==> config.mk <==
export PLATFORM = sky130hd
export DESIGN_NAME = fifo_frame_scheduler
export DESIGN_NICKNAME = d
export VERILOG_FILES = /design/src/rtl/fifo_frame_scheduler_pkg.sv /design/src/rtl/fifo_frame_scheduler_rr_arbiter2.sv /design/src/rtl/fifo_frame_scheduler.sv
export SDC_FILE = /design/constraint.sdc
export NUM_CORES = 1
export LEC_CHECK = 0
export ABC_AREA = 0
export BUFFER_PORTS_ARGS = -buffer_cell sky130_fd_sc_hd__buf_2
export CAP_MARGIN = 10
export CELL_PAD_IN_SITES_DETAIL_PLACEMENT = 0
export CELL_PAD_IN_SITES_GLOBAL_PLACEMENT = 2
export CORE_MARGIN = 10
export CORE_UTILIZATION = 24
export CTS_BUF_LIST = sky130_fd_sc_hd__clkbuf_4
export CTS_CLUSTER_SIZE = 16
export DETAILED_ROUTE_END_ITERATION = 8
export PLACE_DENSITY_LB_ADDON = 0.1
export SLEW_MARGIN = 20
export SYNTH_ARGS = -nofsm -noshare
export SYNTH_HDL_FRONTEND = slang
export SYNTH_HIERARCHICAL = 1
export SYNTH_SLANG_ARGS = --single-unit
==> constraint.sdc <==
create_clock -name clk -period 1.85 [get_ports clk]
set_input_delay 0.0925 -clock clk [delete_from_list [all_inputs] [get_ports clk]]
set_output_delay 0.0925 -clock clk [all_outputs]
set_load 0.1 [all_outputs]
==> src/rtl/fifo_frame_scheduler_pkg.sv <==
// Shared definitions for the FIFO frame scheduler: read-FSM state encoding
// and the default byte width / frame size.
package fifo_frame_scheduler_pkg;

   localparam int DEFAULT_WIDTH       = 8;
   localparam int DEFAULT_READ_SCALAR = 11;

   typedef enum logic [1:0] {
      IDLE = 2'd0,
      POP  = 2'd1,
      HOLD = 2'd2
   } rd_state_e;

endpackage

==> src/rtl/fifo_frame_scheduler_rr_arbiter2.sv <==
// Two-requester round-robin write arbiter feeding the FIFO write port.
// The grant and write strobe are combinational; only the round-robin pointer is registered.
module rr_arbiter2 import fifo_frame_scheduler_pkg::*; #(
   parameter int WIDTH = DEFAULT_WIDTH
) (
   input  logic             clk,
   input  logic             reset,
   input  logic [1:0]       req_valid,
   input  logic [WIDTH-1:0] req_data0,
   input  logic [WIDTH-1:0] req_data1,
   input  logic             fifo_full,
   output logic [1:0]       req_ready,
   output logic             fifo_wr_en,
   output logic [WIDTH-1:0] fifo_din
);

   logic rr_ptr_q, rr_ptr_d;
   logic rr_eff;
   logic grant;
   logic any_valid;

   // During reset the pointer is treated as 0 even before the flop clears.
   assign rr_eff    = reset ? 1'b0 : rr_ptr_q;
   assign any_valid = |req_valid;

   always_comb begin
      grant      = 1'b0;
      req_ready  = 2'b00;
      fifo_wr_en = 1'b0;
      fifo_din   = '0;
      rr_ptr_d   = rr_ptr_q;
      case (req_valid)
         2'b01:   grant = 1'b0;
         2'b10:   grant = 1'b1;
         2'b11:   grant = rr_eff;
         default: grant = 1'b0;
      endcase
      if (any_valid) begin
         req_ready[grant] = !fifo_full;
         fifo_wr_en       = !fifo_full;
         fifo_din         = grant ? req_data1 : req_data0;
      end
      if (fifo_wr_en) rr_ptr_d = !grant;
   end

   always_ff @(posedge clk) begin
      if (reset) rr_ptr_q <= 1'b0;
      else       rr_ptr_q <= rr_ptr_d;
   end

endmodule

==> src/rtl/fifo_frame_scheduler.sv <==
// Frame scheduler: arbitrates two byte requesters into a FIFO and pops
// READ_SCALAR-byte frames out to a valid/ready port with a completion counter.
module fifo_frame_scheduler import fifo_frame_scheduler_pkg::*; #(
   parameter int WIDTH       = DEFAULT_WIDTH,
   parameter int READ_SCALAR = DEFAULT_READ_SCALAR,
   parameter int CNT_W       = 16
) (
   input  logic                         clk,
   input  logic                         reset,
   input  logic                         enable,
   input  logic [1:0]                   req_valid,
   input  logic [WIDTH-1:0]             req_data0,
   input  logic [WIDTH-1:0]             req_data1,
   output logic [1:0]                   req_ready,
   output logic                         fifo_wr_en,
   output logic [WIDTH-1:0]             fifo_din,
   input  logic                         fifo_full,
   output logic                         fifo_rd_en,
   input  logic [WIDTH*READ_SCALAR-1:0] fifo_dout,
   input  logic                         fifo_empty,
   output logic                         frame_valid,
   output logic [WIDTH*READ_SCALAR-1:0] frame_data,
   input  logic                         frame_ready,
   output logic [CNT_W-1:0]             frame_count,
   output logic                         busy
);

   rd_state_e                    state_q, state_d;
   logic [WIDTH*READ_SCALAR-1:0] frame_data_q, frame_data_d;
   logic [CNT_W-1:0]             frame_count_q, frame_count_d;
   logic                         pop_ok;

   rr_arbiter2 #(.WIDTH(WIDTH)) u_arb (
      .clk        (clk),
      .reset      (reset),
      .req_valid  (req_valid),
      .req_data0  (req_data0),
      .req_data1  (req_data1),
      .fifo_full  (fifo_full),
      .req_ready  (req_ready),
      .fifo_wr_en (fifo_wr_en),
      .fifo_din   (fifo_din)
   );

   assign pop_ok = enable && !fifo_empty;

   always_comb begin
      state_d       = state_q;
      frame_data_d  = frame_data_q;
      frame_count_d = frame_count_q;
      case (state_q)
         IDLE: if (pop_ok) state_d = POP;
         POP: begin
            if (!fifo_empty) begin
               frame_data_d = fifo_dout;
               state_d      = HOLD;
            end else begin
               state_d = IDLE;
            end
         end
         HOLD: begin
            if (frame_ready) begin
               frame_count_d = frame_count_q + CNT_W'(1);
               state_d       = pop_ok ? POP : IDLE;
            end
         end
         default: state_d = IDLE;
      endcase
   end

   // Outputs are masked while reset is asserted so a frame in flight is dropped at once.
   assign fifo_rd_en  = !reset && (state_q == POP) && !fifo_empty;
   assign frame_valid = !reset && (state_q == HOLD);
   assign busy        = !reset && (state_q != IDLE);
   assign frame_data  = frame_data_q;
   assign frame_count = frame_count_q;

   always_ff @(posedge clk) begin
      if (reset) begin
         state_q       <= IDLE;
         frame_data_q  <= '0;
         frame_count_q <= '0;
      end else begin
         state_q       <= state_d;
         frame_data_q  <= frame_data_d;
         frame_count_q <= frame_count_d;
      end
   end

endmodule

* Word-level counts from Yosys, hierarchy flattened
Cells that the tools add are included.
** Word-level totals
- Input port bits :: 112
- Output and inout port bits :: 118
- Word-level logic and storage cells :: 44
- Register bits after elaboration :: 107
** Operators by class
- Bitwise gates (word level) :: 2
- Reductions and logical operators :: 16
- Equal/unequal tests :: 6
- Add/sub/neg operators :: 1
- Mux-type cells :: 13
- Magnitude comparators :: 2
** Operator list (count)
- adder 16 x 1 -> 16 bit, second input constant :: 1
- two-way mux 8 bit :: 2
- two-way mux 2 bit :: 4
- equality test 2 bit, second input constant :: 3
- logical AND 1 bit :: 6
- one-hot mux 2 bit (3 select lines) :: 1
- AND reduction 2 bit :: 3
- logical NOT 1 bit :: 4
- two-way mux 1 bit :: 4
- inequality test 2 bit, second input constant :: 2
- AND 2 bit :: 1
- equality test 2 x 1 -> 1 bit, second input constant :: 1
- logical NOT 2 bit :: 1
- less-than comparator 1 x 2 -> 1 bit, second input constant :: 1
- one-hot mux 1 bit (2 select lines) :: 1
- nonzero test 2 bit :: 1
- OR reduction 2 bit :: 1
- demux 1 bit (select 1 bit) :: 1
- greater-or-equal comparator 1 bit, second input constant :: 1
- inverter 1 bit :: 1

* Logic depth before layout (Yosys ltp)
Gate-level depths: netlist of run 1.
- Depth in word-level cells :: 8
- Mapped depth :: 7
- Depth with buffers taken out :: 5

* By module
The synthesis of run 1 kept the hierarchy.
** By module, submodules not included
- fifo_frame_scheduler :: area each 3920.0 um^2, seq. area each 2122.0 um^2, instances 1, cells an instance 485
- rr_arbiter2 :: area each 183.9 um^2, seq. area each 20.0 um^2, instances 1, cells an instance 22

* Worst setup path after synthesis of run 1
Ideal clock, no wire load.
- Kind :: register to output
- From :: register state_q[1]
- To :: output port frame_valid
- Required time :: 1757 ps
- Arrival time :: 2624 ps
- Path slack :: -867 ps
- Path buffers :: 1
- Stages on the path, launching flop included :: 3
- Path through :: dfxtp_1 > buf_6 > nor3b_1
** On the way
- Word-level cells in the longest chain between the ends :: 2
** RTL lines
- start, declared :: line fifo_frame_scheduler.sv:28 : rd_state_e state_q, state_d;
- start signal, assigned :: line fifo_frame_scheduler.sv:84 : state_q <= state_d;
- equality test 2 bit :: line fifo_frame_scheduler.sv:73 : assign frame_valid = !reset && (state_q == HOLD);
- logical AND 1 bit :: line fifo_frame_scheduler.sv:73
- end, declared :: line fifo_frame_scheduler.sv:21 : output logic frame_valid,
Every way passes these cells.

* Worst setup path in the final report of run 1
- From :: register state_q[0]
- To :: register state_q[0]
** On the way
- Word-level cells in the longest chain between the ends :: 3
- Elaborated cells between the ends (all ways) :: 7
- Those cells by class :: eq/ne: 4; mux: 1; reduce/logical: 2
** RTL lines
- equality test 2 bit or logical NOT 2 bit (tied branches) :: line fifo_frame_scheduler.sv:51 : case (state_q)
- inequality test 2 bit (no line)
- AND reduction 2 bit (no line)
Parallel ways exist; a longest one is shown, timed or not.
A chain may end at the register's enable or synchronous reset.

==> results of run 1 <==
area by class of cell:
type,instances,share of cell area (%)
timing repair buffer,332,34.9
sequential,107,32.0
multi-input combinational,359,26.6
tap,220,4.06
clock buffer,10,1.11
clock inverter,6,0.923
inverter,7,0.388
antenna,1,0.0369
synth_stat cells (4+ instances only):
| cell | n |
|---|---|
| sky130_fd_sc_hd__xnor2_1 | 8 |
| sky130_fd_sc_hd__nor3_1 | 5 |
| sky130_fd_sc_hd__buf_2 | 16 |
| sky130_fd_sc_hd__nand4_1 | 5 |
| sky130_fd_sc_hd__clkbuf_1 | 12 |
| sky130_fd_sc_hd__dfxtp_1 | 107 |
| sky130_fd_sc_hd__a22o_1 | 8 |
| sky130_fd_sc_hd__nor2_1 | 22 |
| sky130_fd_sc_hd__buf_6 | 4 |
| sky130_fd_sc_hd__nand2_1 | 181 |
| sky130_fd_sc_hd__inv_1 | 7 |
| sky130_fd_sc_hd__nor2b_1 | 4 |
| sky130_fd_sc_hd__a21oi_1 | 94 |
flip-flops by register name, summed over array words and instances (netlist names):
register	cells
frame_count	16
frame_data	88
state_q	2
u_arb/rr_ptr_q	1
power groups by stage:
stage / Combinational, µW / Sequential, µW / Clock [µW]
detailed placement: 862 / 2420 / 0
finish: 1030 / 2370 / 1230
global placement: 861 / 2410 / 0
CTS: 1030 / 2370 / 1320
global route: 1080 / 2370 / 1410
floorplan: 298 / 2690 / 0
cells in the final DEF (no fill, tap or decap), types with 2 or more instances in the layout:
cell / Yosys / routed
sky130_fd_sc_hd__a21boi_4: 1 / 2
sky130_fd_sc_hd__a21oi_1: 94 / 94
sky130_fd_sc_hd__a22o_1: 8 / 8
sky130_fd_sc_hd__a31o_2: 2 / 2
sky130_fd_sc_hd__and3b_1: 2 / 2
sky130_fd_sc_hd__buf_12: 0 / 14
sky130_fd_sc_hd__buf_2: 16 / 215
sky130_fd_sc_hd__buf_4: 2 / 8
sky130_fd_sc_hd__clkbuf_4: 0 / 11
sky130_fd_sc_hd__clkinv_2: 0 / 2
sky130_fd_sc_hd__dfxtp_1: 107 / 91
sky130_fd_sc_hd__dfxtp_2: 0 / 13
sky130_fd_sc_hd__dfxtp_4: 0 / 3
sky130_fd_sc_hd__dlygate4sd3_1: 0 / 93
sky130_fd_sc_hd__inv_1: 7 / 7
sky130_fd_sc_hd__nand2_1: 181 / 181
sky130_fd_sc_hd__nand3_1: 3 / 3
sky130_fd_sc_hd__nand4_1: 5 / 5
sky130_fd_sc_hd__nor2_1: 22 / 20
sky130_fd_sc_hd__nor2b_1: 4 / 2
sky130_fd_sc_hd__nor3_1: 5 / 5
sky130_fd_sc_hd__nor3b_2: 0 / 2
sky130_fd_sc_hd__nor4_1: 2 / 2
sky130_fd_sc_hd__xnor2_1: 8 / 8
cells by family after synthesis:
| logic type | synth area share, % |
|---|---|
| AND/OR/NAND/NOR | 25.0 |
| buffers and inverters | 5.24 |
| multiplexers | 0.366 |
| flip-flops | 52.2 |
| XOR/XNOR | 1.92 |
| adder cells (fa/ha/maj) | 0.305 |
| AO/OA/AOI/OAI | 15.0 |
timing repair:
| item | in CTS | in global routing |
|---|---|---|
| endpoints found under the setup margin | 10 | 12 |
| gates cloned | 0 | 1 |
| hold endpoints to repair | 91 | 0 |
| pin swaps | 1 | 6 |
| setup buffers | 1 | 2 |
| hold buffers | 94 | 0 |
| resized for setup | 4 | 6 |
worst paths after layout:
check	start	endpoint	slack, ps	cells past startpoint
worst max-delay path	state_q[0]$_SDFFE_PP0P_	state_q[0]$_SDFFE_PP0P_	60	3
worst min-delay path	fifo_empty	frame_data[83]$_SDFFE_PP0P_	160	5
worst max register to register	state_q[0]$_SDFFE_PP0P_	state_q[0]$_SDFFE_PP0P_	60	3
worst min register to register	frame_data[25]$_SDFFE_PP0P_	frame_data[25]$_SDFFE_PP0P_	460	2
metal layers:
layer | GRT usage, % | vias up | wire length (µm)
li1 | - | 2279 | -
met1 | 14.8 | 1985 | 6270
met2 | 22.7 | 143 | 7610
met3 | 6.60 | 10 | 1520
met4 | 2.94 | 0 | 187
met5 | 0 | - | 0
worst max-delay path, delay by kind of cell, from the launching register on:
family,cells,cell delay (ps)
and+or+nand+nor,1,660
buffers and inverters,1,560
DFF,1,390
AOI/OAI and AO/OA,1,140
per-stage QoR:
stage / std cells / instance area (µm²) / worst slack [ps] / utilization, %
final: 1042 / 6780 / 57.4 / 40.6
after global routing: 1042 / 6780 / -22.1 / 40.6
after floorplan: 507 / 4140 / 2.26 / -
after global placement: 928 / 5640 / 266 / 33.8
after CTS: 1039 / 6740 / 7.29 / 40.4
after detailed placement: 928 / 5640 / 220 / 33.8
==> results by stage, run 1 <==
Route:
- The overall via count from detail_route is 4417.
- Wires add up to 15600 µm.
- The number of antenna-violating nets in the routed design is 0.
- The detailed router finished its first iteration with 209 violations.
- The routed via count divided by cell count is approximately 4.2.
- After detailed routing, the average wire length per cell comes to about 15 µm.
- For this run, design rule violations remaining after detail routing come to 0.
- The length of the first detailed-routing pass in iterations is 4.

Yosys:
- The netlist uses 39 different library cells.
- The Yosys step of the flow raised 6 warnings.
- The share of the synthesized area in the top cell type is 52.2%.
- The net count after synthesis is 620.
- The cell count after synthesis came out at slightly above 500.
- The most area-hungry cell type in the Yosys netlist is sky130_fd_sc_hd__dfxtp_1.
- The count of state elements after synthesis is 107.
- The top flip-flop cell by instance count after synthesis is sky130_fd_sc_hd__dfxtp_1.
- The synthesized design contains 0 enable-type register cells.
- By area the synthesized netlist is led by sky130_fd_sc_hd__dfxtp_1 52%, sky130_fd_sc_hd__nand2_1 17%, sky130_fd_sc_hd__a21oi_1 11%.
- Sequential elements use 52.2% of the synthesized area.
- The post-synthesis area per instance is 8.09 µm².
- The area of the mapped netlist is 4100 µm².
- The proportion of synthesized flip-flops having asynchronous set or reset is 0%.

GRT:
- The number of antenna violations at the first check in global routing came to 1.
- The number of global-route vias before repair is between 4000 and 5000.
- The remaining global-route overflow is 0.
- The overall fraction of global-route tracks in use is ~13%.
- The maximum number of pins on one net before global-route repair is 60.
- The global-route wire length before repair is 24400 µm.

Worst hold path:
- The tightest min-delay check is of the primary input to flop type.

Layout:
- Compared with the post-synthesis result, the final layout area differs by 65.2%.
- The number of nets in the final layout is 929.
- The multi-input combinational cell area is 1800 µm².
- The sequential standard cell area is 2170 µm².
- The filler cell count is 1712.
- The fraction of layout instances using a drive strength above 1 is 35.3%.

Pwr:
- Net switching is 32.0% of the power.
- The internal power contribution is 3140 µW.
- The sum of internal, switching and leakage power is approximately 4600 µW.
- Of the total power, the clock network draws 26.6%.
- In this run the static leakage power is approximately 0.003 µW.
- The power per standard cell area is 682 nW/µm².
- For this design the total switching power over the nets is 1480 µW.
- The worst-case IR drop observed on VDD is 0.000445 V.
- Combinational logic burns between 20% and 30% of the power.
- Registers are responsible for 51.2% of the overall power.

CTS:
- The clock tree synthesis step divided the H-tree into 3 levels.
- TritonCTS built the clock tree.
- The tree is rooted in a sky130_fd_sc_hd__clkbuf_4.
- The deepest clock path buffer count is 2.
- The total CTS buffers is 9.
- The number of sinks on the clock net is approximately 110.
- The clock slew seen by the registers of the worst setup and hold paths is 170 ps.
- The latest clock arrival within the worst-skew pair is 470 ps.

Floorplanning:
- The standard-cell row count is 47.
- Pin placement for this block handled 230 I/O pins.
- The die is 151 µm wide.
- The die footprint is 22700 µm².
- The floorplan step defined a core boundary enclosing 16700 µm².
- The initial utilization of the core area, before any placement, comes to 24.6%.
- The height of the chip is 151 µm.

Place:
- Routability-driven placement finished with a final weighted congestion of 0.740.
- The HPWL after detailed placement is approximately 11000 µm.
- The number of I/O port buffers is between 200 and 250.

STA:
- The number of hold violations in the final report is 0.
- The final hold slack is 156 ps.
- The final period utilization is 96.9%.
- The number of pins exceeding their max-slew limit in the final report is 0.
- The clock period could shrink to 1790 ps.
- Adding up every negative setup slack in the final design gives 0 ps.
- For the pin with the worst max-slew slack, the measured transition is 668 ps.
- Setup repair after global routing could not meet its margin everywhere.
- The fmax is 558 MHz.
- Setup violations remaining at the end of the flow were counted as 0.
- The clock tree skew after final layout is roughly 15 ps.
- The worst slew margin relative to its limit is 55.5%.

Worst setup path:
- The required time of the critical path is 2260 ps.
- Data on the critical path arrives at its endpoint at around 2200 ps.
- The worst setup path is launched from a flop.
- The critical path endpoint category is a flop.
- The library cell contributing the largest single delay on the critical path is sky130_fd_sc_hd__or4b_2.
- In this run the worst path has a maximum fanout of 6.
- In this design, the stage delay of the slowest critical-path cell is around 660 ps.
- Traced cell by cell, the critical path runs through or4b_2 -> a21oi_1 -> dlygate4sd3_1.
- The critical path class is flop to flop.

Run:
- The max-cap violation count is 0.

Outcome:
- The flow ran to the end, and the final reports show no timing, DRC or antenna violations.
No activity file was read; power rests on OpenSTA's default activity.
==> run 2: changes to the inputs <==
PLACE_DENSITY = 0.85   (was default)
PLACE_DENSITY_LB_ADDON = default   (was 0.1)
==> results by stage, run 2 (synthesized netlist as in run 1, its figures left out) <==
Outcome:
- The run finished with clean final reports.

CTS:
- The latest clock arrival within the worst-skew pair is 480 ps.
- In this run the deepest clock path goes through 2 buffers.
- CTS saw 107 sinks.
- The H-tree was split into 3 levels.
- Counting the buffers created by CTS gives 9.
- TritonCTS built the clock tree.
- The library cell used as clock root buffer is sky130_fd_sc_hd__clkbuf_4.
- The clock slew seen by the registers of the worst setup and hold paths is 180 ps.

Pwr:
- Net switching is 32.6% of the power.
- Per report_power, the clock group accounts for ~25% of the total.
- The static leakage power is 0.00303 µW.
- Of the total power, combinational logic draws 22.9%.
- Per report_power, the sequential group accounts for 52.5% of the total.
- Power spread over the standard cell area amounts to 660 nW/µm².
- The internal power of the cells totals 3040 µW.
- The worst-case vdd ir drop is between 0.0002 and 0.0003 V.
- Summed over all nets, the switching power comes to 1470 µW.

Layout:
- The area added between synthesis and finish is 66.1%.
- The fraction of layout instances using a drive strength above 1 is 35.4%.
- The most common cell after layout, fill and taps aside is sky130_fd_sc_hd__buf_2.
- The number of antenna diodes in the final layout is 0.
- The filler cells instantiated in the layout total ~1700.
- After the last flow step, the layout net total stands at 932.
- The number of flip-flops under the largest register name is ~90.
- In the layout the commonest cells are 217 x sky130_fd_sc_hd__buf_2, 181 x sky130_fd_sc_hd__nand2_1, 94 x sky130_fd_sc_hd__a21oi_1, 94 x sky130_fd_sc_hd__dlygate4sd3_1, 90 x sky130_fd_sc_hd__dfxtp_1.

Route:
- The overall via count from detail_route is 4436.
- The first TritonRoute pass finished after 4 iterations.
- After detailed routing, the average wire length per cell comes to 14.5 µm.
- The number of design-rule violations left by the first detailed-router iteration is 199.
- The number of antenna-violating nets in the routed design is 0.
- The routed via count divided by cell count is between 4 and 5.
- The overall routed net length is 15100 µm.
- The DRC violation count after routing is 0.

Floorplanning:
- The core region is 16700 µm².
- In this run the vertical extent of the chip is 151 µm.
- Once the floorplan was initialized, standard cells occupied between 20% and 30% of the core.
- The die footprint is 22700 µm².
- In this run the horizontal extent of the chip is 151 µm.
- The standard-cell row count is between 40 and 50.
- The boundary pin count is 230.

Worst setup path:
- For the worst setup path, the data required time is between 1500 and 2000 ps.
- STA classifies the critical path endpoint as an output port.
- In this run the critical register-to-register path is launched from state_q[0]$_SDFFE_PP0P_.
- The launching element type of the critical path is a flop.
- At the worst endpoint, the arrival time is 1670 ps.
- The critical path class is flop to output port.
- The number of cells on the worst reg-to-reg path is 5.
- Of all nets on the critical path, the largest fanout is 13.
- The endpoint of the lowest-slack register-to-register path is frame_data[9]$_SDFFE_PP0P_.
- In this run the register-to-register setup slack is 300 ps.

STA:
- The number of hold violations in the final report was 0.
- The final-report setup violation count is 0.
- Clock skew on the completed layout was measured at 21.4 ps.
- The final critical path takes up 95.0% of the cycle.
- The final hold slack is 378 ps.
- The fmax is between 500 and 600 MHz.
- The time the worst path needs with I/O delays and setup is between 1500 and 2000 ps.
- At the pin with the least slew margin, the transition time is 627 ps.
- Setup repair after global routing left no endpoint under its margin.
- The number of pins exceeding their max-slew limit in the final report is 0.
- Adding up every negative setup slack in the final design gives 0 ps.
- The worst pin sits at a relative slew slack of 58.2%.

Worst hold path:
- The worst hold path stage count is 4.
- The startpoint identified for the worst hold timing path is fifo_dout[26].
- The worst hold path belongs to the class primary input to flop.
- For hold timing, the worst endpoint is frame_data[26]$_SDFFE_PP0P_.

GRT:
- For this run the aggregate overflow at the end of global routing stands at 0.
- The number of global-route vias before repair is roughly 4500.
- The number of antenna violations at the first check in global routing is 0.
- The global-route wire length before repair is 23800 µm.
- Entering global routing, the biggest net connects 58 pins.
- The overall fraction of global-route tracks in use is roughly an eighth.

Place:
- Buffers placed on the I/O ports in this run total 229.
- The wire-length estimate of the detail-placed layout is 10400 µm.
- At the end of routability-driven placement, the weighted congestion stood at between 0.7 and 0.8.

Run:
- The max-cap violation count is 0.
run 2: worst max path at each step:
stage / start / end / cells after the start
after floorplan: frame_count[3]$_SDFFE_PP0P_ / frame_count[15]$_SDFFE_PP0P_ / 4
after global placement: state_q[1]$_SDFFE_PP0P_ / frame_count[15]$_SDFFE_PP0P_ / 4
after detailed placement: state_q[1]$_SDFFE_PP0P_ / frame_count[15]$_SDFFE_PP0P_ / 4
after CTS: u_arb/rr_ptr_q$_SDFFE_PP0P_ / req_ready[1] / 4
after global routing: u_arb/rr_ptr_q$_SDFFE_PP0P_ / fifo_din[4] / 4
final: state_q[0]$_SDFFE_PP0P_ / fifo_rd_en / 4
run 2: power groups by stage:
stage	logic, µW	registers, µW	clock network (µW)
after global routing	1090	2370	1280
after detailed placement	855	2420	0
final	1030	2360	1110
after global placement	856	2410	0
after CTS	1030	2360	1200
after floorplan	298	2690	0
run 2: layout make-up:
type	instances	area [µm²]	area share, %
clock inverter	5	37.5	0.551
multi-input combinational	359	1790	26.3
clock buffer	11	82.6	1.21
sequential	107	2170	31.9
inverter	7	26.3	0.385
timing repair buffer	335	2430	35.7
tap	220	275	4.04
run 2: per-stage QoR:
stage	setup slack (ps)	instances	total power, µW	instance area, µm²	util (%)
finish	92.1	1044	4500	6820	40.8
detailed placement	286	928	3270	5640	33.8
floorplan	2.26	507	2990	4140	-
global route	8.55	1044	4740	6820	40.8
CTS	9.63	1043	4600	6810	40.7
global placement	284	928	3270	5640	33.8
run 2: critical path: stages (launching register included):
cell                      delay, ps
sky130_fd_sc_hd__dfxtp_4        370
sky130_fd_sc_hd__or3b_4         390
sky130_fd_sc_hd__buf_12         160
sky130_fd_sc_hd__nor2_4         100
sky130_fd_sc_hd__buf_12         180
run 2: routing by layer:
metal	share of wire (%)	up-vias	track usage (%)
met2	47	140	21.0
met5	0	-	0
met1	43	1989	15.2
li1	-	2293	-
met3	9.1	14	5.04
met4	1.6	0	4.52
run 2: what timing repair did:
action | 4_1_cts | 5_1_grt
hold endpoints to repair | 93 | 0
cloned | 2 | 1
hold buffers | 94 | 0
pin swaps | 1 | 2
endpoints found under the setup margin | 10 | 9
buffers inserted | 3 | 0
gates resized for setup | 6 | 1
